--- src/rtl/sdiv_pkg.sv ---
// Shared types and helpers for the sequenced signed divider.
package sdiv_pkg;

    localparam int unsigned SDIV_W = 9;

    typedef enum logic [2:0] {
        IDLE,
        LOAD,
        CALC,
        FIX,
        DONE
    } sdiv_state_t;

    // Two's complement negate on a zero-extended operand; caller truncates to its width.
    function automatic logic [31:0] sdiv_neg(input logic [31:0] x);
        return 32'(~x + 32'd1);
    endfunction

    // Magnitude of a zero-extended operand whose sign bit is passed separately.
    function automatic logic [31:0] sdiv_abs(input logic [31:0] x, input logic neg);
        return neg ? sdiv_neg(x) : x;
    endfunction

endpackage

--- src/rtl/sdiv_step.sv ---
// One restoring division iteration: shift {rem, q} left and conditionally subtract d_mag.
module sdiv_step
    import sdiv_pkg::*;
#(
    parameter int unsigned W = SDIV_W
) (
    input  logic [W:0]   rem,
    input  logic [W-1:0] q,
    input  logic [W-1:0] d_mag,
    output logic [W:0]   rem_n,
    output logic [W-1:0] q_n
);

    localparam int unsigned SW = W + 2;

    logic [SW-1:0] shifted;
    logic [SW-1:0] d_ext;

    always_comb begin
        shifted = {rem, q[W-1]};
        d_ext   = SW'(d_mag);
        q_n     = {q[W-2:0], 1'b0};
        rem_n   = (W+1)'(shifted);
        if (shifted >= d_ext) begin
            rem_n   = (W+1)'(shifted - d_ext);
            q_n[0]  = 1'b1;
        end
    end

endmodule

--- src/rtl/sdiv_seq_ctrl.sv ---
// Sequenced signed divider: handshake FSM around an iterative restoring datapath.
// Optional feature macro: SDIV_DBZ_FLAG_EN adds the dbz divide-by-zero output.
module sdiv_seq_ctrl
    import sdiv_pkg::*;
#(
    parameter int unsigned W = SDIV_W
) (
    input  logic         clk,
    input  logic         rst,
    input  logic         in_valid,
    output logic         in_ready,
    input  logic [W-1:0] dividend,
    input  logic [W-1:0] divisor,
    output logic         out_valid,
    input  logic         out_ready,
    output logic [W-1:0] quotient,
    output logic [W-1:0] remainder
`ifdef SDIV_DBZ_FLAG_EN
    ,
    output logic         dbz
`endif
);

    localparam int unsigned CNT_W = $clog2(W + 1);

    sdiv_state_t state, state_n;

    logic [W-1:0]     a_reg, b_reg;
    logic [W-1:0]     a_mag_c, b_mag_c;
    logic [W-1:0]     d_mag, q_mag;
    logic [W:0]       rem;
    logic [W:0]       rem_step;
    logic [W-1:0]     q_step;
    logic [CNT_W-1:0] count;
    logic             sign_q, sign_r, dbz_case;

    sdiv_step #(.W(W)) u_step (
        .rem   (rem),
        .q     (q_mag),
        .d_mag (d_mag),
        .rem_n (rem_step),
        .q_n   (q_step)
    );

    always_ff @(posedge clk or posedge rst) begin
        if (rst) state <= IDLE;
        else     state <= state_n;
    end

    always_comb begin
        state_n = state;
        a_mag_c = W'(sdiv_abs(32'(a_reg), a_reg[W-1]));
        b_mag_c = W'(sdiv_abs(32'(b_reg), b_reg[W-1]));
        case (state)
            IDLE:    if (in_valid) state_n = LOAD;
            LOAD:    state_n = (b_reg == '0) ? FIX : CALC;
            CALC:    if (count == CNT_W'(1)) state_n = FIX;
            FIX:     state_n = DONE;
            DONE:    if (out_ready) state_n = IDLE;
            default: state_n = IDLE;
        endcase
    end

    // Handshake flags are registered from the next state so they track the FSM exactly.
    always_ff @(posedge clk or posedge rst) begin
        if (rst) begin
            in_ready  <= 1'b1;
            out_valid <= 1'b0;
            a_reg     <= '0;
            b_reg     <= '0;
            d_mag     <= '0;
            q_mag     <= '0;
            rem       <= '0;
            count     <= '0;
            sign_q    <= 1'b0;
            sign_r    <= 1'b0;
            dbz_case  <= 1'b0;
            quotient  <= '0;
            remainder <= '0;
`ifdef SDIV_DBZ_FLAG_EN
            dbz       <= 1'b0;
`endif
        end else begin
            in_ready  <= (state_n == IDLE);
            out_valid <= (state_n == DONE);
            case (state)
                IDLE: begin
                    if (in_valid) begin
                        a_reg <= dividend;
                        b_reg <= divisor;
                    end
                end
                LOAD: begin
                    d_mag    <= b_mag_c;
                    sign_q   <= a_reg[W-1] ^ b_reg[W-1];
                    sign_r   <= a_reg[W-1];
                    dbz_case <= (b_reg == '0);
                    count    <= CNT_W'(W);
                    if (b_reg == '0) begin
                        q_mag <= '1;
                        rem   <= {1'b0, a_mag_c};
                    end else begin
                        q_mag <= a_mag_c;
                        rem   <= '0;
                    end
                end
                CALC: begin
                    rem   <= rem_step;
                    q_mag <= q_step;
                    count <= count - CNT_W'(1);
                end
                FIX: begin
                    // Divide-by-zero forces -1 whatever the operand signs were.
                    quotient  <= dbz_case ? '1 :
                                 (sign_q ? W'(sdiv_neg(32'(q_mag))) : q_mag);
                    remainder <= sign_r ? W'(sdiv_neg(32'(rem[W-1:0]))) : rem[W-1:0];
`ifdef SDIV_DBZ_FLAG_EN
                    dbz       <= dbz_case;
`endif
                end
                default: ;
            endcase
        end
    end

endmodule

--- config.mk ---
export PLATFORM = sky130hd
export DESIGN_NAME = sdiv_seq_ctrl
export DESIGN_NICKNAME = d
export VERILOG_FILES = /design/src/rtl/sdiv_pkg.sv /design/src/rtl/sdiv_step.sv /design/src/rtl/sdiv_seq_ctrl.sv
export SDC_FILE = /design/constraint.sdc
export NUM_CORES = 1
export LEC_CHECK = 0
export BUFFER_PORTS_ARGS = -buffer_cell sky130_fd_sc_hd__buf_4
export CORE_MARGIN = 3
export CORE_UTILIZATION = 50
export CTS_CLUSTER_DIAMETER = 150
export CTS_CLUSTER_SIZE = 24
export DETAILED_ROUTE_END_ITERATION = 8
export PLACE_DENSITY_LB_ADDON = 0.12
export SYNTH_ARGS = -nofsm -noshare
export SYNTH_HDL_FRONTEND = slang
export SYNTH_SLANG_ARGS = --single-unit
--- constraint.sdc ---
create_clock -name clk -period 3.3 [get_ports clk]
set_input_delay 0.66 -clock clk [delete_from_list [all_inputs] [get_ports clk]]
set_output_delay 0.66 -clock clk [all_outputs]
set_load 0.1 [all_outputs]
* Yosys cells after proc, flatten, opt, wreduce, memory -nomap -nowiden
Index checks and enable logic that the tools add are counted.
Storage, ports and cells: flip-flop bits (word level) 76, output and inout bits 20
Cells by class: add/sub/neg operators 6, $lt $le $gt $ge 1, eq/ne operators 6, multiplexer cells 17, bitwise gates (word level) 5, reduce and logical (&&, ||, !) cells 5
Operators by type and width (number):
- 9-bit 2-to-1 mux | 7
- 9-bit by 1-bit adder with 9-bit output (second input constant) | 4
- 9-bit NOT | 4
- 10-bit one-hot mux with 2 select lines | 1
- 9-bit one-hot mux with 2 select lines | 1
- 3-bit one-hot mux with 5 select lines | 1
- 11-bit by 9-bit greater-or-equal comparator with 1-bit output | 1
- 10-bit 2-to-1 mux | 1
- 10-bit by 9-bit subtractor with 10-bit output | 1
- 9-bit zero test | 1
- 3-bit 2-to-1 mux | 3
- 4-bit one-hot mux with 2 select lines | 1
- 3-bit by 2-bit == test with 1-bit output (second input constant) | 2
- 3-bit == test (second input constant) | 2
- 3-bit zero test | 2
- 4-bit by 1-bit == test with 1-bit output (second input constant) | 1
- 4-bit by 1-bit subtractor with 4-bit output (second input constant) | 1
- 3-bit by 1-bit == test with 1-bit output (second input constant) | 1
- 1-bit 2-to-1 mux | 2
- 2-bit AND reduction | 1
- 2-bit nonzero test | 1
- 1-bit bitwise XOR | 1

* Depth between registers and ports, before layout
Gate-level depths: netlist of run 1.
word-level depth 5, gate-level depth with buffers 9

* Modules after synthesis
A second synthesis of run 1 with hierarchy kept.
Second synthesis, totals: cell total of the unflattened synthesis 432, area, all modules 4236.6 µm²
By module, submodules not included:
- sdiv_seq_ctrl | instances 1, cells each 353, area an instance 3616.0 µm², seq. area each 1903.1 µm²
- sdiv_step | instances 1, cells each 79, area an instance 620.6 µm², seq. area each 0.0 µm²

* Worst setup path after synthesis of run 1
No wires, ideal clock.
path kind register to register, from reg rem[3], to reg rem[0], arrival 2031 ps, path slack 1143 ps, cell stages (with the launch flop) 9, path buffers 2, cells stage by stage dfrtp_1 ha_1 buf_2 nand4_1 o21bai_1 a2111oi_4 buf_2 a211o_1 nand3_1
On the way: word-level cells in the longest chain between the ends 3
Ends and longest elaborated chain:
- start, declared | RTL line sdiv_seq_ctrl.sv:31 | logic [W:0] rem;
- start signal, assigned | RTL line sdiv_seq_ctrl.sv:101 | rem <= {1'b0, a_mag_c};
- start signal, assigned | RTL line sdiv_seq_ctrl.sv:108 | rem <= rem_step;
- 11-bit by 9-bit greater-or-equal comparator with 1-bit output | RTL line sdiv_step.sv:24 | if (shifted >= d_ext) begin
- 10-bit 2-to-1 mux | RTL line sdiv_step.sv:24
- 10-bit one-hot mux with 2 select lines | RTL line sdiv_seq_ctrl.sv:86 | case (state)
Every way passes these cells. A chain may end at the register's enable or synchronous reset.

* Final worst setup path of run 1
from reg rem[3], to reg rem[4]
On the way: word-level cells in the longest chain between the ends 3
Ends and longest elaborated chain (RTL line):
- 10-bit by 9-bit subtractor with 10-bit output or 11-bit by 9-bit greater-or-equal comparator with 1-bit output (tied branches) | sdiv_step.sv:25, sdiv_step.sv:24
- 10-bit 2-to-1 mux (*) | sdiv_step.sv:24
- 10-bit one-hot mux with 2 select lines (*) | sdiv_seq_ctrl.sv:86
Every way passes the cells marked *; elsewhere a longest branch is shown, timed or not.

==> results of run 1 <==
[cell type report]
type	count	share of cell area [%]
Clock buffer	10	2.63
Clock inverter	6	0.826
Multi-Input combinational cell	323	45.2
Timing Repair Buffer	48	7.43
Tap cell	105	2.71
Inverter	25	1.94
Sequential cell	76	39.3
[kinds of logic (layout without fill, tap and decap cells)]
kind of cell | after synthesis | after routing
AO/OA/AOI/OAI | 117 | 117
XOR/XNOR | 30 | 30
adder cells (fa/ha/maj) | 16 | 16
buffers and inverters | 49 | 89
flip-flops | 76 | 76
multiplexers | 17 | 17
AND/OR/NAND/NOR | 143 | 143
[worst max-delay path by stage]
stage               endpoint  slack, ns  cells after the start
finish                rem[4]       0.74                      6
floorplan           a_reg[0]       0.70                      1
global placement      rem[4]       0.84                      6
global route          rem[9]       0.53                      6
CTS                   rem[4]       0.76                      6
detailed placement    rem[4]       0.78                      6
[cells in the final DEF (no fill, tap or decap), types with 10 or more instances in the layout]
cell type	count
sky130_fd_sc_hd__ha_1	15
sky130_fd_sc_hd__nand2_1	57
sky130_fd_sc_hd__mux2_2	14
sky130_fd_sc_hd__nand3_1	11
sky130_fd_sc_hd__xor2_1	14
sky130_fd_sc_hd__inv_1	24
sky130_fd_sc_hd__xnor2_1	16
sky130_fd_sc_hd__dfrtp_1	75
sky130_fd_sc_hd__buf_4	48
sky130_fd_sc_hd__nor2_1	20
sky130_fd_sc_hd__nand4_1	10
sky130_fd_sc_hd__o21ai_0	57
[worst max-delay path, delay by kind of cell (launching register included)]
family / cells / cell delay (ns)
simple gates: 2 / 0.49
fa+ha+maj: 1 / 0.47
flops: 1 / 0.49
compound gates: 3 / 0.99
[routing by layer]
layer	routed length, um	up-vias	global-route usage [%]
met5	0	-	0
met4	178	0	6.51
met3	570	14	3.96
met2	4370	115	33.1
met1	4330	1617	28.6
li1	-	1679	-
[per-stage QoR]
step	area, um2	hold slack [ns]	utilization [%]	cells
floorplan	4290	0.446	-	448
CTS	4850	0.428	58.7	593
finish	4850	0.410	58.7	593
detailed placement	4680	0.471	56.7	577
global route	4850	0.441	58.7	593
global placement	4680	0.461	56.7	577
==> Flow_metrics.wiki, run 1 <==
{| class="wikitable"
! Metric !! Value
|-
| Post-Synthesis Cell Area || 4290 um2
|-
| Via total after detailed routing || between 3,000 and 4,000
|-
| Area of all sequential standard cells || 1900 um2
|-
| TritonCTS clock tree || built
|-
| Overall overflow remaining after global route || 0
|-
| Antenna violations before repair || 0
|-
| Area fraction in compound gates after synthesis || a little under a fifth
|-
| Crit Reg-Reg Endpoint || rem[4]
|-
| Via density per instance || 5.78
|-
| Share of the yosys chip area belonging to registers || approximately 44%
|-
| Arrival time at the worst endpoint || 2.80 ns
|-
| Worst R2R Setup Slack || 0.74 ns
|-
| Synth Area in Adders || 4.85%
|-
| HPWL after DPL || 7020 um
|-
| Slowest-stage cell, CP || sky130_fd_sc_hd__dfrtp_1
|-
| Number of distinct library cells after synthesis || 61
|-
| Register with the highest flop count || rem
|-
| Overall die area || a little under 10,000 um2
|-
| CTS Root Cell || sky130_fd_sc_hd__clkbuf_8
|-
| Primary FF master, synth || sky130_fd_sc_hd__dfrtp_1
|-
| CTS Buffer Depth || 2
|-
| Fill cell count || 759
|-
| Maximum operating frequency || 391 MHz
|-
| Mux cell area share after synthesis || 4.38%
|-
| Top cell type's share of synthesized area || 43.8%
|-
| Simple-gate share of the synthesized area || 17.5%
|-
| Required time at the endpoint of the critical path || 3.54 ns
|-
| Setup TNS after final layout || 0 ns
|-
| Htree depth || 3
|-
| WL/cell || 15.9 um
|-
| Final net count || 521
|-
| Vertical extent of the die || 98.6 um
|-
| Tightest Hold Check Type || primary input to asynchronous set/reset pin
|-
| Worst Tran Pin Value || 0.679 ns
|-
| Vias in the first global route || roughly 3,300
|-
| Clock sink count || 76
|-
| Remaining DRCs || 0
|-
| Top cells by instance count after synthesis || sky130_fd_sc_hd__dfrtp_1, sky130_fd_sc_hd__nand2_1, sky130_fd_sc_hd__o21ai_0
|-
| Share of the clock period used by the worst path || 77.5%
|-
| Synthesized netlist net count || 486
|-
| Number of flip-flops under the largest register name || 10
|-
| CTS Hold Buffers Added || 0
|-
| Worst skew pair latency || between 0.3 and 0.4 ns
|-
| Seq cells post-synth || 76
|-
| RR Startpoint || rem[3]
|-
| Critical path fanouts, max || 18
|-
| Minimum period implied by the final worst setup slack || approximately 2.6 ns
|-
| EDFF count, synth || 0
|-
| First-pass GRT wire length || approximately 16,000 um
|-
| Class of the most critical setup path || register to register
|-
| Setup Viol. Count Final || 0
|-
| Maximum cell stage delay along the critical path || 0.49 ns
|-
| Critical Path, Cell by Cell || ha_1 -> nand4_1 -> a211oi_2 -> o211ai_2 -> and2_1 -> a311o_2
|-
| Number of pins with negative max-slew slack in the final report || 0
|-
| Inserted Clock Buffers || 9
|-
| Starting density of the core || between 50% and 60%
|-
| Count of maximum capacitance violations || 0
|-
| Worst Slack Setup Final || between 0.7 and 0.8 ns
|-
| Asr flop ratio synth || 100%
|-
| Ant diodes || 0
|-
| Multi-input logic area || 2190 um2
|-
| Worst Setup Start Kind || register
|-
| Depth of the most critical reg-to-reg path || 6
|-
| Top cell type by total area after synthesis || sky130_fd_sc_hd__dfrtp_1
|-
| Most repeated cell in the gate-level netlist after synthesis || sky130_fd_sc_hd__dfrtp_1
|-
| Capturing element type of the critical path || register
|-
| Num rows || 33
|-
| Parity-gate share of the synthesized area counting xor and xnor cells || 6.13%
|-
| Area Growth Syn to Fin || 13.1%
|-
| Normalized max-slew margin || 54.6%
|-
| Fraction of layout cells with a size suffix above 1 || roughly 20%
|-
| Router iterations before antenna repair || 5
|-
| Outcome || complete, no violations
|-
| Worst setup slack after placement || slightly below 0.8 ns
|-
| Final weighted congestion in routability-driven placement || 0.885
|-
| Number of I/O port buffers || a little over 40
|-
| Hold Violations, Final || 0
|-
| Synth area leaders || sky130_fd_sc_hd__dfrtp_1, sky130_fd_sc_hd__o21ai_0, sky130_fd_sc_hd__nand2_1
|-
| Number of standard cells after synthesis || 448
|-
| Syn Area/Cell || 9.57 um2
|-
| GRT Util Overall || 20.7%
|-
| Clock slew at reported path FFs || 0.08 ns
|-
| Die width || 98.6 um
|-
| Worst setup skew after layout || 0.0135 ns
|-
| Core area || around 8300 um2
|-
| Number of top-level pins || 42
|-
| Setup repair after global routing missed its margin || false
|-
| Count of warnings emitted by yosys || 0
|-
| First DRT Iteration DRCs || 256
|-
| CP Launch Point || rem[3]
|-
| Combinational family with the most area after synthesis || compound AO/OA/AOI/OAI gates
|-
| Pin count of the biggest net entering global routing || 42
|-
| Wire length after detailed routing || roughly 9400 um
|-
| Gates resized, CTS repair || 0
|-
| Antenna viol nets, final || 0
|-
| Post-CTS setup buffer count || 0
|}
Power of run 1 is left out: the tool's default activity adds up to more than one toggle a clock period on the data nets, which glitch-free logic cannot reach.
==> run 2: changes to the inputs <==
- clock period: 3.3 -> 2.34 ns (I/O delays scaled with it)
==> Flow_metrics.wiki, run 2 (same netlist as run 1, synthesis figures left out) <==
{| class="wikitable"
! Metric !! Value
|-
| CTS Hold Buffers Added || 0
|-
| Number of flip-flops under the largest register name || 10
|-
| Capturing element type of the critical path || register
|-
| Worst skew pair latency || 0.35 ns
|-
| Overall die area || 9720 um2
|-
| WL/cell || 16.1 um
|-
| Vertical extent of the die || just under 100 um
|-
| Depth of the most critical reg-to-reg path || 9
|-
| Antenna violations before repair || 0
|-
| Number of pins with negative max-slew slack in the final report || 0
|-
| Fraction of layout cells with a size suffix above 1 || 23.8%
|-
| Num rows || 33
|-
| CTS Root Cell || sky130_fd_sc_hd__clkbuf_8
|-
| Most common cell after layout, fill and taps aside || sky130_fd_sc_hd__dfrtp_1
|-
| Class of the most critical setup path || register to register
|-
| Number of top-level pins || 42
|-
| Area of all sequential standard cells || 1900 um2
|-
| Router iterations before antenna repair || 5
|-
| Tightest Hold Check Type || primary input to asynchronous set/reset pin
|-
| Via density per instance || 5.73
|-
| Number of placed instances, taps included || 593
|-
| Register with the highest flop count || rem
|-
| Clock sink count || 76
|-
| Worst Slack Setup Final || ~0.084 ns
|-
| Clock slew at reported path FFs || 0.09 ns
|-
| RR Startpoint || q_mag[8]
|-
| M3 GR Usage || under 10%
|-
| TritonCTS clock tree || built
|-
| Normalized max-slew margin || 64.4%
|-
| First DRT Iteration DRCs || 207
|-
| Worst R2R Setup Slack || roughly 0.084 ns
|-
| Critical path fanouts, max || 4
|-
| First-pass GRT wire length || ~16,000 um
|-
| Core area || 8260 um2
|-
| Worst setup skew after layout || 0.0161 ns
|-
| Starting density of the core || about half
|-
| Worst setup slack after placement || 0.0546 ns
|-
| Inserted Clock Buffers || 9
|-
| Count of maximum capacitance violations || 0
|-
| Most utilized layer in the global route result || met2
|-
| Htree depth || 3
|-
| Setup Viol. Count Final || 0
|-
| CTS Buffer Depth || 2
|-
| Fin cells || a little over 600
|-
| Ant diodes || 0
|-
| GRT Util Overall || around a fifth
|-
| Share of the clock period used by the worst path || between 90% and 100%
|-
| Maximum operating frequency || 443 MHz
|-
| Area Growth Syn to Fin || 18.5%
|-
| HPWL after DPL || 7320 um
|-
| Setup TNS after final layout || 0 ns
|-
| Met1 Resource Use GR || 29.5%
|-
| Die width || about 100 um
|-
| Via total after detailed routing || 3,510
|-
| Crit Reg-Reg Endpoint || rem[4]
|-
| Final weighted congestion in routability-driven placement || 0.898
|-
| Commonest cells after routing, fill and taps aside || sky130_fd_sc_hd__dfrtp_1, sky130_fd_sc_hd__buf_4, sky130_fd_sc_hd__nand2_1, sky130_fd_sc_hd__o21ai_0, sky130_fd_sc_hd__inv_1
|-
| Worst Tran Pin Value || 0.534 ns
|-
| Worst Setup Start Kind || register
|-
| Pin count of the biggest net entering global routing || 77
|-
| Wire length after detailed routing || roughly 9900 um
|-
| Final net count || 541
|-
| Final Util || about 62%
|-
| Vias in the first global route || 3,410
|-
| Overall overflow remaining after global route || 0
|-
| Required time at the endpoint of the critical path || 2.58 ns
|-
| Remaining DRCs || 0
|-
| Multi-input logic area || 2200 um2
|-
| Hold Violations, Final || 0
|-
| GRT met2 Usage || 32.5%
|-
| Outcome || complete, no violations
|-
| Minimum period implied by the final worst setup slack || between 2 and 2.5 ns
|-
| Antenna viol nets, final || 0
|-
| Arrival time at the worst endpoint || 2.49 ns
|-
| Number of I/O port buffers || 41
|-
| Fill cell count || 732
|-
| Setup repair after global routing missed its margin || true
|}
==> run 2: how the worst max path moves through the flow <==
| stage | start | to | slack (ns) | cells after the start |
|---|---|---|---|---|
| floorplan | rem[3] | rem[0] | 0.18 | 8 |
| global placement | q_mag[8] | rem[4] | 0.05 | 9 |
| detailed placement | q_mag[8] | rem[4] | 0.05 | 9 |
| CTS | q_mag[8] | rem[4] | 0.03 | 9 |
| global route | q_mag[8] | rem[4] | -0.03 | 9 |
| finish | q_mag[8] | rem[4] | 0.08 | 9 |
==> run 2: metrics by stage <==
step           hold WS, ns  cell area (um2)
2_1_floorplan        0.446             4290
3_3_place_gp         0.463             4820
3_5_place_dp         0.471             4820
4_1_cts              0.236             5040
5_1_grt              0.237             5080
6_report             0.210             5080
==> run 2: per-layer routing <==
| layer | vias to the layer above | routed length [um] |
|---|---|---|
| met4 | 0 | 262 |
| met5 | - | 0 |
| met3 | 27 | 493 |
| met1 | 1644 | 4590 |
| met2 | 118 | 4550 |
| li1 | 1721 | - |
==> run 2: critical path, cell delays in order (launching register included) <==
cell and delay (ns):
sky130_fd_sc_hd__dfrtp_1 0.45, sky130_fd_sc_hd__inv_1 0.08, sky130_fd_sc_hd__ha_1 0.18, sky130_fd_sc_hd__inv_1 0.07, sky130_fd_sc_hd__fa_2 0.36, sky130_fd_sc_hd__a21o_1 0.22, sky130_fd_sc_hd__a21oi_2 0.17, sky130_fd_sc_hd__xor2_1 0.22
sky130_fd_sc_hd__a211oi_1 0.07, sky130_fd_sc_hd__a311o_2 0.32
==> run 2: area by class of cell <==
| class | instances | share of cell area [%] |
|---|---|---|
| clock buffer | 9 | 2.44 |
| multi-input combinational | 323 | 43.3 |
| sequential | 76 | 37.5 |
| timing repair buffer | 68 | 10.3 |
| inverter | 25 | 1.92 |
| tap | 105 | 2.59 |
| clock inverter | 7 | 2.04 |
==> run 2: what timing repair did <==
item	4_1_cts	5_1_grt
gates resized for setup	0	2
setup endpoints to repair	0	7
setup buffers	0	4
Power of run 2 is left out for the same reason.
==> run 3: changes to the inputs <==
- PLACE_DENSITY: not set -> 0.72
- PLACE_DENSITY_LB_ADDON: 0.12 -> not set
==> Flow_metrics.wiki, run 3 (same netlist as run 1, synthesis figures left out) <==
{| class="wikitable"
! Metric !! Value
|-
| Clock sink count || 76
|-
| Number of pins with negative max-slew slack in the final report || 0
|-
| Num rows || 33
|-
| Number of placed instances, taps included || ~600
|-
| Setup repair after global routing missed its margin || false
|-
| Wire length after detailed routing || a little over 10,000 um
|-
| Tightest Hold Check Type || primary input to asynchronous set/reset pin
|-
| Number of flip-flops under the largest register name || 10
|-
| Fraction of layout cells with a size suffix above 1 || between 20% and 30%
|-
| WL/cell || 16.7 um
|-
| Htree depth || 3
|-
| Most common cell after layout, fill and taps aside || sky130_fd_sc_hd__dfrtp_1
|-
| Pin count of the biggest net entering global routing || 38
|-
| CP Launch Point || rem[2]
|-
| HPWL after DPL || approximately 7600 um
|-
| Starting density of the core || 51.9%
|-
| Vias in the first global route || 3,458
|-
| Number of top-level pins || 42
|-
| First DRT Iteration DRCs || 278
|-
| Count of maximum capacitance violations || 0
|-
| Area Growth Syn to Fin || 19.4%
|-
| Ant diodes || 0
|-
| Via density per instance || about 5.8
|-
| Number of I/O port buffers || 41
|-
| Capturing element type of the critical path || register
|-
| Class of the most critical setup path || register to register
|-
| Overall overflow remaining after global route || 0
|-
| Required time at the endpoint of the critical path || 2.62 ns
|-
| Maximum operating frequency || 444 MHz
|-
| RR Startpoint || rem[2]
|-
| Commonest cells after routing, fill and taps aside || sky130_fd_sc_hd__dfrtp_1, sky130_fd_sc_hd__buf_4, sky130_fd_sc_hd__nand2_1, sky130_fd_sc_hd__o21ai_0, sky130_fd_sc_hd__inv_1
|-
| Fin Hold WS || 0.0968 ns
|-
| Worst setup skew after layout || 0.00786 ns
|-
| Die width || 98.6 um
|-
| CTS Root Cell || sky130_fd_sc_hd__clkbuf_8
|-
| Antenna violations before repair || 0
|-
| GRT Util Overall || between 20% and 30%
|-
| Worst Setup Start Kind || register
|-
| Worst skew pair latency || about 0.35 ns
|-
| Register with the highest flop count || rem
|-
| First-pass GRT wire length || 17,200 um
|-
| Router iterations before antenna repair || 4
|-
| CTS Buffer Depth || 2
|-
| Normalized max-slew margin || 66.0%
|-
| Critical path fanouts, max || 10
|-
| Setup Viol. Count Final || 0
|-
| Inserted Clock Buffers || 9
|-
| Overall die area || 9720 um2
|-
| CTS Hold Buffers Added || 0
|-
| Via total after detailed routing || 3,544
|-
| Arrival time at the worst endpoint || roughly 2.5 ns
|-
| TritonCTS clock tree || built
|-
| Minimum period implied by the final worst setup slack || 2.25 ns
|-
| Clock slew at reported path FFs || 0.08 ns
|-
| Vertical extent of the die || 98.6 um
|-
| Core area || 8260 um2
|-
| Outcome || complete, no violations
|-
| Final weighted congestion in routability-driven placement || 0.930
|-
| Antenna viol nets, final || 0
|-
| Worst Tran Pin Value || about 0.51 ns
|-
| Hold Violations, Final || 0
|-
| Remaining DRCs || 0
|-
| Final net count || 540
|-
| Fin cells || 612
|-
| Setup TNS after final layout || 0 ns
|-
| Share of the clock period used by the worst path || 96.2%
|}
run 3: cell count changes in the layout (fill, tap and decap cells not counted), moves of 2 or more:
cell | previous run | this run
sky130_fd_sc_hd__ha_1 | 15 | 13
sky130_fd_sc_hd__clkinv_4 | 0 | 2
sky130_fd_sc_hd__ha_4 | 0 | 2
sky130_fd_sc_hd__inv_6 | 5 | 0
run 3: cell type report:
cell class / instances / area [um2]
clock inverters: 6 / 113
fillers: 727 / 3140
well taps: 105 / 131
clock buffers: 10 / 128
repair buffers: 67 / 515
inverters: 25 / 97.6
multi-input cells: 323 / 2230
flip-flops and latches: 76 / 1900
run 3: timing repair:
action,4_1_cts,5_1_grt
setup buffers,0,2
gates resized for setup,0,6
endpoints found under the setup margin,0,7
run 3: worst max-delay path, stage by stage, from the launching register on:
cell	delay [ns]
sky130_fd_sc_hd__dfrtp_1	0.44
sky130_fd_sc_hd__ha_4	0.32
sky130_fd_sc_hd__nand4_1	0.18
sky130_fd_sc_hd__a211oi_2	0.36
sky130_fd_sc_hd__o211ai_2	0.19
sky130_fd_sc_hd__buf_4	0.22
sky130_fd_sc_hd__a2111o_1	0.41
sky130_fd_sc_hd__nand3_1	0.07
run 3: metal layers:
metal  vias to the layer above  part of all wire (%)  track usage (%)
li1                       1708                     -                -
met1                      1708                    45             30.7
met2                       117                    48             34.9
met3                        11                   6.3             3.47
met4                         0                   1.5             7.46
met5                         -                     0                0
run 3: path summary, 6_finish.rpt:
check | slack, ns | cells after the start | to
setup / recovery | 0.09 | 7 | rem[6]
max in group asynchronous | 1.58 | 3 | b_reg[7]
setup reg to reg | 0.09 | 7 | rem[6]
min in group clk | 0.33 | 3 | a_reg[1]
hold reg to reg | 0.48 | 2 | remainder[7]
hold / removal | 0.1 | 2 | remainder[6]
run 3: through the flow:
step	utilization, %	worst slack (ns)	instance area [um2]
floorplan	-	0.183	4290
global placement	58.4	0.122	4820
global route	62.0	0.0121	5120
detailed placement	58.4	0.102	4820
CTS	61.3	0.0766	5060
finish	62.0	0.0878	5120
Power of run 3 is left out for the same reason.
